--- src/rtl/pipe_skid_buffer.sv ---
// Two-entry skid buffer (main + skid registers) decoupling a valid/ready stream.
// Optional zero-latency bypass when empty: define PIPE_SKID_PASSTHRU_EN.
module pipe_skid_buffer #(
  parameter int unsigned WIDTH = 32
) (
  input  logic             clock,
  input  logic             reset,
  input  logic             in_valid,
  output logic             in_ready,
  input  logic [WIDTH-1:0] in_data,
  output logic             out_valid,
  input  logic             out_ready,
  output logic [WIDTH-1:0] out_data,
  input  logic             flush,
  output logic [1:0]       occupancy
);

  typedef enum logic [1:0] {
    StEmpty = 2'd0,
    StBusy  = 2'd1,
    StFull  = 2'd2
  } state_e;

  state_e           state_q, state_d;
  logic [WIDTH-1:0] main_q, main_d;
  logic [WIDTH-1:0] skid_q, skid_d;
  logic             in_fire;
  logic             pass;

  // Bypass is only taken when the item can leave in the same cycle it arrives.
`ifdef PIPE_SKID_PASSTHRU_EN
  assign pass = reset && (state_q == StEmpty) && in_valid && out_ready && !flush;
`else
  assign pass = 1'b0;
`endif

  // in_ready depends on registered state and reset only.
  assign in_ready = reset && (state_q != StFull);
  assign in_fire  = in_valid && in_ready;

  always_comb begin
    out_valid = (state_q != StEmpty);
    out_data  = main_q;
    if (pass) begin
      out_valid = 1'b1;
      out_data  = in_data;
    end
  end

  always_comb begin
    occupancy = 2'd0;
    unique case (state_q)
      StEmpty: occupancy = 2'd0;
      StBusy:  occupancy = 2'd1;
      StFull:  occupancy = 2'd2;
      default: occupancy = 2'd0;
    endcase
  end

  always_comb begin
    state_d = state_q;
    main_d  = main_q;
    skid_d  = skid_q;
    if (flush) begin
      state_d = StEmpty;
    end else begin
      unique case (state_q)
        StEmpty: begin
          if (in_fire && !pass) begin
            main_d  = in_data;
            state_d = StBusy;
          end
        end
        StBusy: begin
          if (in_fire && out_ready) begin
            main_d = in_data;
          end else if (in_fire) begin
            skid_d  = in_data;
            state_d = StFull;
          end else if (out_ready) begin
            state_d = StEmpty;
          end
        end
        StFull: begin
          if (out_ready) begin
            main_d  = skid_q;
            state_d = StBusy;
          end
        end
        default: state_d = StEmpty;
      endcase
    end
  end

  always_ff @(posedge clock or negedge reset) begin
    if (!reset) begin
      state_q <= StEmpty;
      main_q  <= '0;
      skid_q  <= '0;
    end else begin
      state_q <= state_d;
      main_q  <= main_d;
      skid_q  <= skid_d;
    end
  end

endmodule

--- config.mk ---
export PLATFORM = sky130hd
export DESIGN_NAME = pipe_skid_buffer
export DESIGN_NICKNAME = d
export VERILOG_FILES = /design/src/rtl/pipe_skid_buffer.sv
export SDC_FILE = /design/constraint.sdc
export NUM_CORES = 1
export LEC_CHECK = 0
export CORE_MARGIN = 2
export CORE_UTILIZATION = 44
export CTS_CLUSTER_DIAMETER = 120
export CTS_CLUSTER_SIZE = 40
export DETAILED_ROUTE_END_ITERATION = 10
export PLACE_DENSITY = 0.76
export SLEW_MARGIN = 20
export SYNTH_ARGS = -nofsm -noshare
export SYNTH_HDL_FRONTEND = slang
export SYNTH_SLANG_ARGS = --single-unit
--- constraint.sdc ---
create_clock -name clock -period 1.6 [get_ports clock]
set_input_delay 0.24 -clock clock [delete_from_list [all_inputs] [get_ports clock]]
set_output_delay 0.24 -clock clock [all_outputs]
set_load 0.05 [all_outputs]
==> flow_summary.yaml <==
timing:
  finalMaxSlewViolations: 0
  final.setup_skew_ns: 0.0112
  setup_ws_ns: -0.0372
  fin_crit_ns: 1.64
  rsz0062_at_grt: "true"
  period_share_pct: 102
  timing.fmax_ghz: 0.611
  max_slew_margin_pct: 68.1
  tightest_slew_ns: 0.479
  setup_viol: 13
  hold_viol: 0
setup_path:
  slowest_delay_ns: 0.39
  required_ns: 1.81
  criticalPathCategory: "register to register"
  slowest_stage: "dfrtp_1"
  worstPathCellList: "and2b_4, nor4b_4, buf_6, buf_12, mux2_2"
  crit_fanout: 14
  cp.arrival_ns: 1.85
  rrSetupSlack_ns: -0.04
  regToRegStartpoint: "state_q[1]"
  rr_worst_depth: 5
  timing.rr.end: "skid_q[1]"
  cp-end-kind: "register"
  worstSetupStartpointType: "register"
detailed_routing:
  vias: 2038
  drc: 0
  drt_iter0_drc: 76
  routed_wl_um: 6260
  avgViaCountPerCell: 5.07
  wl_per_cell_um: 15.6
  ant_nets: 0
  drt_pass1_iterations: 6
power_and_ir_drop:
  power_leakage_nw: 1.89
  power_w: 0.00525
  ir_drop_uv: 742
  power_density_nw_per_um2: 1260
hold_path:
  min_path_type: "input pin to async pin"
synth:
  netlist_area_um2: 2850
  syn_area_per_cell_um2: 12.7
  synth.net_count: 261
  syn_inst: 224
  yosys.cell_types.count: 23
  synth_warnings: 0
  synth-seq-area-share_pct: 58.0
  synth_seq_cells: 66
run_status:
  status: "complete, but fails checks"
  violations: "negative setup slack"
placed_design:
  port_buffers: 72
  dpl.hpwl_um: 3850
  gp_congestion: 0.730
  dpl.cell_count: 376
floorplanning:
  start_util_pct: 45.1
  pin_count: 73
  core_um2: 6310
  fp.dieW_um: 84.4
  rows: 29
  fp.dieH_um: 84.4
  die_area_um2: 7130
clock_tree:
  clock_path_buffers: 2
  cts_tree: "built"
  clock-root-buffer: "clkbuf_8"
  clkLatencyLatePin_ns: 0.33
  clock_sinks: 66
  cts.clk_slew.worst_paths_ns: 0.08
  numCtsBuffers: 9
  h-tree-depth: 3
final_layout:
  syn_to_final_growth_pct: 46.1
  layout.nets: 357
  postLayoutCoreUtil_pct: 65.9
  drive_above_1_share_pct: 35.4
  nFillCells: 499
  n_antenna_cell: 0
  instances_no_fill: 402
grt:
  antenna_found_initial: 0
  grt_overflow: 0
  track_usage_pct: 16.7
  grt_pass1_vias: 1953
  grt_start_max_net_pins: 55
  grt_pass1_wl_um: 9280
flow_run:
  drv_cap: 0
power breakdown:
group	internal (W)	switching [W]
Sequential	0.00199	0.000175
Combinational	0.000621	0.000919
Clock	0.000922	0.000623
Total	0.00353	0.00172
area by class of cell:
cell class / instances / area, µm² / share of cell area, %
sequential: 66 / 1650 / 39.7
multi-input combinational: 144 / 1210 / 29.0
timing repair buffer: 98 / 980 / 23.6
clock buffer: 12 / 145 / 3.49
tap: 77 / 96.3 / 2.32
clock inverter: 4 / 75.1 / 1.81
inverter: 1 / 3.75 / 0.0903
state kept, by name, summed over array words and instances, names as in the netlist:
register,count
out_data,32
skid_q,32
state_q,2
critical path: cells and delay by family (launching register included):
family        cells  cell delay (ns)
buf+inv           2             0.33
flops             1             0.39
mux               1             0.34
simple gates      2             0.45
per-stage QoR:
stage	hold WS (ns)	setup TNS [ns]	setup slack (ns)	instance area, µm²
final	0.0184	-0.186	-0.0372	4160
after global placement	0.332	-16.58	-0.286	3680
after global routing	0.0325	-1.17	-0.0733	4160
after detailed placement	0.334	-18.15	-0.316	3680
after floorplan	-0.0556	-5.31	-0.176	2860
after CTS	0.0165	-0.196	-0.0341	3940
cells in the mapped netlist, drive strengths merged:
master | number | area, µm²
clkbuf | 2 | 10.0
mux2 | 32 | 360
o31ai | 1 | 21.3
or2 | 2 | 12.5
nor3 | 1 | 5.00
o21ai | 32 | 160
and4bb | 1 | 12.5
nand2 | 33 | 124
nand3b | 1 | 7.51
mux2i | 32 | 320
nor2b | 2 | 12.5
and4b | 1 | 10.0
dfrtp | 66 | 1650
o31a | 1 | 8.76
nor4b | 1 | 23.8
and2b | 1 | 7.51
a21oi | 1 | 5.00
a31oi | 1 | 6.26
inv | 1 | 3.75
and3b | 1 | 8.76
buf | 11 | 73.8
layer usage:
layer / routed length [µm] / up-vias / track usage (%)
met1: 2870 / 1002 / 21.0
met4: 85 / 0 / 7.36
met3: 329 / 8 / 4.52
met2: 2980 / 51 / 27.1
met5: 0 / - / 0
li1: - / 977 / -
layout by cell type, fill, tap and decap left out, types with 7 or more instances in the layout:
cell and n:
mux2_2 9, buf_12 7, buf_6 7, o21ai_0 32, clkdlybuf4s50_1 35, clkbuf_8 10, buf_4 44, dfrtp_1 66
nand2_1 33, mux2i_1 32, mux2_4 22
repair_timing:
item                                   in CTS  in global routing
cloned                                      0                  4
pin swaps                                   0                  1
setup buffers                               2                  3
hold buffers                                1                  0
setup endpoints to repair                  21                 62
resized for setup                           4                 34
endpoints found under the hold margin      29                  0
cell families after synthesis:
family,count (synthesis),synth area share (%)
flops,66,58.0
simple gates,44,7.87
compound gates,36,7.08
buf+inv,14,3.08
mux,64,23.9
how the worst max path moves through the flow:
stage | start | endpoint | slack [ns] | cells past startpoint
3_3_place_gp | in_valid | skid_q[14] | -0.29 | 5
3_5_place_dp | out_ready | out_data[9] | -0.32 | 5
5_1_grt | state_q[1] | skid_q[1] | -0.07 | 5
6_report | state_q[1] | skid_q[1] | -0.04 | 5
4_1_cts | state_q[1] | in_ready | -0.03 | 5
2_1_floorplan | state_q[1] | skid_q[10] | -0.18 | 4
Note: power is estimated with default switching activity, not from simulation.
